===== src/rtl/int_ctrl.sv =====
// -----------------------------------------------------------------------------
// int_ctrl -- hardware interrupt front end for the CP0 register block.
//
// Six asynchronous external interrupt lines are optionally inverted,
// synchronised through a two-flop chain and glitch-filtered. Each line then
// drives its bit of int_o in one of two modes:
//   level mode: int_o follows the filtered level, one register stage later;
//   edge mode : a filtered rising edge sets a pending bit that stays set
//               until software clears it with a one-cycle acknowledge.
// The result feeds CP0 int_i, which is latched into cause[15:10].
//
// Optional feature, selected by the macro TIMER_INT_MERGE_EN:
//   defined   : int_o[5] = pending[5] | timer_int_i (combinational, no ack)
//   undefined : int_o[5] = pending[5]; timer_int_i is accepted but unused
//
// Parameters:
//   FILTER_CYCLES  consecutive cycles a synchronised line must disagree with
//                  its filtered value before the filtered value follows it;
//                  0 bypasses the filter completely
//   INV_MASK       per-line inversion ahead of the synchroniser
//                  (1 = the line is active-low at the pin)
//
// Ports:
//   cpu_clk_50M   in   1  system clock
//   cpu_rst_n     in   1  synchronous, active-low reset
//   ext_int_i     in   6  asynchronous external interrupt lines
//   edge_mode_i   in   6  per line: 1 = rising-edge/pending, 0 = level
//   int_ack_i     in   6  per-line one-cycle clear of the pending bit
//   timer_int_i   in   1  timer interrupt from CP0
//   int_o         out  6  interrupt vector to CP0 int_i
//
// Latency: an input change set up before edge E0 appears on int_o after edge
// E(FILTER_CYCLES+2), in both level and edge mode.
// -----------------------------------------------------------------------------
module int_ctrl #(
    parameter int unsigned FILTER_CYCLES = 2,
    parameter logic [5:0]  INV_MASK      = 6'b000000
) (
    input  logic       cpu_clk_50M,
    input  logic       cpu_rst_n,
    input  logic [5:0] ext_int_i,
    input  logic [5:0] edge_mode_i,
    input  logic [5:0] int_ack_i,
    input  logic       timer_int_i,
    output logic [5:0] int_o
);

    // -------------------------------------------------------------------------
    // Input conditioning and two-flop synchroniser
    // -------------------------------------------------------------------------
    logic [5:0] x_cond;
    logic [5:0] sync1_reg;
    logic [5:0] sync2_reg;

    // Inversion happens before the first flop so every later stage sees
    // active-high lines regardless of pin polarity.
    assign x_cond = ext_int_i ^ INV_MASK;

    always_ff @(posedge cpu_clk_50M) begin
        if (!cpu_rst_n) begin
            sync1_reg <= '0;
            sync2_reg <= '0;
        end else begin
            sync1_reg <= x_cond;
            sync2_reg <= sync1_reg;
        end
    end

    // Per-line results gathered back into vectors.
    logic [5:0] filt;
    logic [5:0] pending_vec;

    // -------------------------------------------------------------------------
    // Per-line glitch filter, edge detector and pending logic
    // -------------------------------------------------------------------------
    genvar gi;
    generate
        for (gi = 0; gi < 6; gi++) begin : g_line

            if (FILTER_CYCLES == 0) begin : g_nofilt
                // Filter bypassed: the filtered level is the synchronised one.
                assign filt[gi] = sync2_reg[gi];
            end else begin : g_filt
                localparam int unsigned CNT_W = $clog2(FILTER_CYCLES + 1);
                localparam logic [CNT_W-1:0] CNT_LAST = CNT_W'(FILTER_CYCLES - 1);

                logic [CNT_W-1:0] cnt_reg;
                logic [CNT_W-1:0] cnt_next;
                logic             filt_reg;
                logic             filt_next;

                // cnt counts how many consecutive earlier cycles the
                // synchronised line already disagreed with filt. When the
                // current cycle disagrees as well and that count has reached
                // FILTER_CYCLES-1, the disagreement has lasted FILTER_CYCLES
                // cycles and filt takes the new value. Any agreement restarts
                // the count, so shorter glitches never reach filt.
                always_comb begin
                    cnt_next  = cnt_reg;
                    filt_next = filt_reg;
                    if (sync2_reg[gi] == filt_reg) begin
                        cnt_next = '0;
                    end else if (cnt_reg == CNT_LAST) begin
                        filt_next = sync2_reg[gi];
                        cnt_next  = '0;
                    end else begin
                        cnt_next = cnt_reg + 1'b1;
                    end
                end

                always_ff @(posedge cpu_clk_50M) begin
                    if (!cpu_rst_n) begin
                        cnt_reg  <= '0;
                        filt_reg <= 1'b0;
                    end else begin
                        cnt_reg  <= cnt_next;
                        filt_reg <= filt_next;
                    end
                end

                assign filt[gi] = filt_reg;
            end

            logic filt_d_reg;
            logic rise;
            logic pending_reg;
            logic pending_next;

            // filt_d is cleared together with filt, so a line held active
            // through reset shows filt rising after release and an edge-mode
            // line registers exactly one pending event for it.
            assign rise = filt[gi] & ~filt_d_reg;

            always_comb begin
                pending_next = pending_reg;
                if (!edge_mode_i[gi]) begin
                    // Level mode: follow the filtered level, ignore ack.
                    pending_next = filt[gi];
                end else if (rise) begin
                    // Set beats a simultaneous ack; a rise while already
                    // pending changes nothing (events are not counted).
                    pending_next = 1'b1;
                end else if (int_ack_i[gi]) begin
                    pending_next = 1'b0;
                end
            end

            // Switching level -> edge keeps the current pending value until it
            // is acked; edge -> level simply resumes following filt.
            always_ff @(posedge cpu_clk_50M) begin
                if (!cpu_rst_n) begin
                    filt_d_reg  <= 1'b0;
                    pending_reg <= 1'b0;
                end else begin
                    filt_d_reg  <= filt[gi];
                    pending_reg <= pending_next;
                end
            end

            assign pending_vec[gi] = pending_reg;
        end
    endgenerate

    // -------------------------------------------------------------------------
    // Output vector
    // -------------------------------------------------------------------------
`ifdef TIMER_INT_MERGE_EN
    // The timer request is OR-ed in combinationally: no extra latency and no
    // acknowledge, CP0 clears it at its source.
    always_comb begin
        int_o = 6'b0;
        if (cpu_rst_n) begin
            int_o = pending_vec | {timer_int_i, 5'b0};
        end
    end
`else
    // Port kept for a uniform interface; the value is intentionally dropped.
    logic timer_unused;
    assign timer_unused = timer_int_i;

    always_comb begin
        int_o = 6'b0;
        if (cpu_rst_n) begin
            int_o = pending_vec;
        end
    end
`endif

endmodule


===== config.mk =====
export PLATFORM = sky130hd
export DESIGN_NAME = int_ctrl
export DESIGN_NICKNAME = d
export VERILOG_FILES = /design/src/rtl/int_ctrl.sv
export SDC_FILE = /design/constraint.sdc
export NUM_CORES = 1
export LEC_CHECK = 0
export CAP_MARGIN = 10
export CORE_MARGIN = 2
export CORE_UTILIZATION = 30
export CTS_CLUSTER_SIZE = 8
export DETAILED_ROUTE_END_ITERATION = 8
export PLACE_DENSITY = 0.58
export REMOVE_ABC_BUFFERS = 1
export SKIP_CTS_REPAIR_TIMING = 1
export SLEW_MARGIN = 0
export SYNTH_ARGS = -nofsm -noshare
export SYNTH_HDL_FRONTEND = slang
export SYNTH_SLANG_ARGS = --single-unit

===== constraint.sdc =====
create_clock -name cpu_clk_50M -period 0.9 [get_ports cpu_clk_50M]
set_input_delay 0.18 -clock cpu_clk_50M [delete_from_list [all_inputs] [get_ports cpu_clk_50M]]
set_output_delay 0.18 -clock cpu_clk_50M [all_outputs]
set_load 0.05 [all_outputs]

# Word level (Yosys, flattened, before mapping)
# Index checks and enable logic that the tools add are counted.
word_totals:
  word_cells: 100
  ff_bits: 42
classes:
  n_addsub: 6
  n_eq_ne: 18
  n_bitwise: 19
  n_reduce_logical: 12
  mux: 19
op_table:
  columns: ["operator", "n"]
  rows:
  - ["1-bit two-way mux", 18]
  - ["3-bit by 1-bit inequality test with 1-bit output, second input constant", 6]
  - ["3-bit OR reduction", 6]
  - ["1-bit NOT", 13]
  - ["2-bit by 1-bit adder with 2-bit output, second input constant", 6]
  - ["2-bit by 1-bit equality test with 1-bit output, second input constant", 6]
  - ["2-bit AND reduction", 6]
  - ["1-bit AND", 6]
  - ["1-bit equality test", 6]
  - ["6-bit two-way mux", 1]

# Logic depth before layout (Yosys ltp)
depth:
  depth_word: 4
  mapped_depth: 4

# Least setup slack after synthesis
# No wires, ideal clock.
synth_timing:
  kind: "register -> register"
  start: "register, netlist name g_line[0].pending_reg"
  end: "register g_line[0].pending_reg"
  stages_incl_launch_ff: 3
  required_ns: 0.783
  period_less_slack_ns: 1.011
  slack_ns: -0.111
  arrival_time_ns: 0.893
  path_buffers: 0
  cell_sequence: "dfxtp_1 > and2_1 > a32o_1"
synth_lines:
  columns: ["item", "line", "text"]
  rows:
  - ["to (signal assigned)", "156", "pending_reg <= pending_next;"]
  - ["to (decl)", "126", "logic pending_reg;"]

# Worst setup path after layout
layout_timing:
  start: "register g_line[5].pending_reg"
  end: "output int_o[5]"
layout_between:
  elab_chain_len: 1
layout_lines:
  columns: ["item", "line", "text"]
  rows:
  - ["from (decl)", "126", null]
  - ["from (signal assigned)", "156", null]
  - ["6-bit two-way mux", "183", "if (cpu_rst_n) begin"]
  - ["to (decl)", "45", "output logic [5:0] int_o"]
# Every way passes these cells.

==> results <==
- The run finished, with violations left.
- The final reports fail on setup timing.
- The insertion delay of the later-clocked pin in the worst-skew pair is 280 ps.
- The initial core utilization is 31.8%.
- After synthesis, the largest area contributor takes up 54.9% of total cell area.
- Between clock sinks in the finished design, the worst skew comes to 2.92 ps.
- The CTS H-tree depth is 2.
- The core outline area is 4820 um^2.
- Summing all multi-input logic gate instances after layout gives 827 um^2.
- The overall via count from detail_route is 1,004.
- The internal reg-to-reg setup slack is -10 ps.
- The count of filler cells inserted in the layout is 436.
- The worst-case vdd ir drop is 0.000810 V.
- Setup violations remaining at the end of the flow were counted as 9.
- The startpoint of the worst register-to-register path is g_line[1].g_filt.cnt_reg[0].
- Of the cells placed in the final design, the portion with a size suffix greater than 1 is 46.1%.
- The maximum buffer depth of the clock tree is 2.
- The number of global-route vias before repair was 992.
- The highest metal layer carrying signal wires in the routed design is met4.
- For this design the ratio of total power to cell area is 1460 nW/um^2.
- The category of the worst setup path launch point is a flip-flop.
- In this run the critical register-to-register path is captured at g_line[1].g_filt.cnt_reg[1].
- The routed design uses 96 um of met3 wire.
- The hold violation count in the final report is 0.
- The number of cells on the worst reg-to-reg path is 2.
- The average via count per standard cell is 4.33.
- The first TritonRoute pass finished after 3 iterations.
- Registers take 868 um^2.
- Counting distinct cell types in the post-synthesis netlist gives 14.
- The tree is rooted in a sky130_fd_sc_hd__clkbuf_8.
- After technology mapping, the gate count stands at 130.
- Summing every instance area after synthesis gives 1530 um^2.
- The net count of the finished layout is 193.
- The worst hold path passes through 3 cells.
- Setup repair after global routing could not meet its margin everywhere.
- The worst min-delay path class is in -> reg.
- Row generation in the floorplan step produced 25 rows.
- The global-route usage over all layers is 9.09%.
- Pin placement for this block handled 27 I/O pins.
- The floorplan step defined a die boundary enclosing 5690 um^2.
- The max-slew violation total from the final report is 0.
- The sequential share of the synthesized area is 54.9%.
- The number of flip-flops and latches in the synthesized netlist is 42.
- The internal power of the cells totals 2.67 mW.
- In this run the horizontal extent of the chip is 75.4 um.
- TritonCTS built the clock tree.
- By area the synthesized netlist is led by sky130_fd_sc_hd__dfxtp_1 (55%), sky130_fd_sc_hd__and2_1 (7.8%), sky130_fd_sc_hd__ha_1 (4.9%).
- The critical path goes through and2_4 -> buf_12.
- The synthesized design spends more area on one cell type than any other, namely sky130_fd_sc_hd__dfxtp_1.
- The number of antenna cells inserted is 0.
- In this run the most critical hold path is launched from cpu_rst_n.
- The switching fraction of total power is 20.4%.
- The number of buffers created by CTS is 5.
- The initial antenna violation count is 0.
- Dividing the detail-routed wire length by the instance count gives 11.5 um.
- The amount of wire on met2 after detailed routing is 1.39 mm.
- The analysis attributes to cell leakage a power of 0.817 nW.
- The clock transition at the registers of the reported paths is 70 ps.
- Timing would allow up to 943 MHz.
- The count of yosys warnings during synthesis is 0.
- The count of nets left with antenna violations once routing finished came out at 0.
- The worst path setup slack after routing is -161 ps.
- The worst pin sits at a relative slew slack of 75.9%.
- Combinational logic burns 8.6% of the power.
- For hold timing, the worst endpoint is g_line[3].g_filt.cnt_reg[0].
- The weighted congestion at the end of routability-driven global placement is 0.659.
- The share of total power dissipated in sequential elements is 57.1%.
- The cell with the biggest individual delay on the critical path is sky130_fd_sc_hd__dfxtp_2.
- Global routing finished with a remaining overflow of 0.
- Cells fill 47.6% of the core in the end.
- The worst path required time is 720 ps.
- The final instance area is 2290 um^2.
- For this run, the slowest stage of the critical path takes 330 ps.
- The count of routing violations after the opening detailed-route iteration is 16.
- The layout overhead on the synthesized area is 50.0%.
- The global-route wire length before repair is 3.95 mm.
- The data arrival at the endpoint of the critical path is 880 ps.
- The clock network burns 34.3% of the power.
- In the routed design, unresolved DRC markers number 0.
- The post-synthesis average cell area is 11.8 um^2.
- The routed wire length is 2.67 mm.
- The minimum clock period is 1060 ps.
- Across all hold checks on the routed design, the worst slack comes to 369 ps.
- STA classifies the critical path endpoint as an output port.
- The largest net degree at the start of global routing is 33.
- The transition at the pin with the smallest max-transition slack is 359 ps.
- During placement, the flow inserted port buffers numbering 25.
- The tool flagged a number of max-cap violations equal to 0.
- The clock drives 42 sinks.
- The vertical die dimension is 75.4 um.
- The detailed router put a total of 1.17 mm of wire on met1.
- Of all nets on the critical path, the largest fanout is 2.
- The register with the most flip-flops in the layout has 12 of them.
- The final period utilization is 118%.
- The class of the most critical setup path is reg -> out.
- In this run the power spent charging and discharging nets is 684 uW.
- The HPWL after detailed placement is 1.65 mm.
- The cell area reported after detailed placement is 1930 um^2.
==> cells in the final DEF, fill, tap and decap left out <==
cell type and instances:
sky130_fd_sc_hd__and2_4 11, sky130_fd_sc_hd__mux2i_1 6, sky130_fd_sc_hd__buf_4 6, sky130_fd_sc_hd__buf_12 7, sky130_fd_sc_hd__xnor2_2 4, sky130_fd_sc_hd__clkbuf_2 1
sky130_fd_sc_hd__dfxtp_4 3, sky130_fd_sc_hd__nand2_1 6, sky130_fd_sc_hd__inv_1 4, sky130_fd_sc_hd__dfxtp_1 26, sky130_fd_sc_hd__clkbuf_8 6, sky130_fd_sc_hd__nor4b_4 5
sky130_fd_sc_hd__nor2b_1 8, sky130_fd_sc_hd__clkbuf_16 1, sky130_fd_sc_hd__and2_1 13, sky130_fd_sc_hd__xnor2_1 2, sky130_fd_sc_hd__a32o_1 6, sky130_fd_sc_hd__inv_2 6
sky130_fd_sc_hd__nor4b_2 7, sky130_fd_sc_hd__ha_4 6, sky130_fd_sc_hd__dfxtp_2 13, sky130_fd_sc_hd__clkdlybuf4s50_1 18
==> worst max-delay path, delay by kind of cell, from the launching register on <==
kind / cells / cell delay [ps]
flops: 1 / 330
simple gates: 1 / 140
buf+inv: 1 / 130
==> worst max path at each step <==
stage,from,endpoint,slack [ps],cells after the start
5_1_grt,g_line[5].pending_reg,int_o[5],-210,2
3_3_place_gp,cpu_rst_n,int_o[1],-490,4
2_1_floorplan,g_line[0].pending_reg,g_line[0].pending_reg,-110,2
4_1_cts,cpu_rst_n,int_o[2],-520,4
6_report,g_line[5].pending_reg,int_o[5],-160,2
3_5_place_dp,cpu_rst_n,int_o[2],-520,4
==> metrics by stage <==
stage	setup slack, ps	cells	setup TNS [ps]	total power [mW]
floorplan	-111	126	-502	2.03
global placement	-492	222	-14540	2.17
detailed placement	-517	222	-15730	2.18
CTS	-517	228	-5450	3.33
global route	-209	232	-1670	3.52
finish	-161	232	-948	3.36
==> per-layer routing <==
layer | vias to the layer above | GRT usage (%)
met5 | - | 0
met4 | 0 | 2.92
met3 | 4 | 3.97
met2 | 16 | 16.2
met1 | 479 | 9.60
li1 | 505 | -
==> cell usage after synthesis (all sizes together) <==
cell / n
dfxtp: 42
and2: 24
nor4b: 12
inv: 10
nor2b: 8
a32o: 6
ha: 6
mux2i: 6
nand2: 6
xnor2: 6
buf: 4
==> power groups by stage <==
stage | Sequential, mW | Combinational [mW] | Clock (mW)
2_1_floorplan | 1.95 | 0.0802 | 0
3_3_place_gp | 1.96 | 0.211 | 0
3_5_place_dp | 1.96 | 0.219 | 0
4_1_cts | 1.91 | 0.220 | 1.20
5_1_grt | 1.92 | 0.312 | 1.29
6_report | 1.92 | 0.288 | 1.15
==> cells by family after synthesis <==
kind of cell | synth area share [%]
compound gates | 3.92
xor+xnor | 3.43
fa+ha+maj | 4.91
buf+inv | 4.99
flops | 54.9
mux | 3.92
simple gates | 23.9
==> cell type report <==
type                            count  share of cell area (%)
Multi-Input combinational cell     74                    36.0
Timing Repair Buffer               33                    17.2
Inverter                           10                    1.64
Sequential cell                    42                    37.8
Tap cell                           67                    3.65
Clock buffer                        6                    3.60
Note: power is estimated with default switching activity, not from simulation.
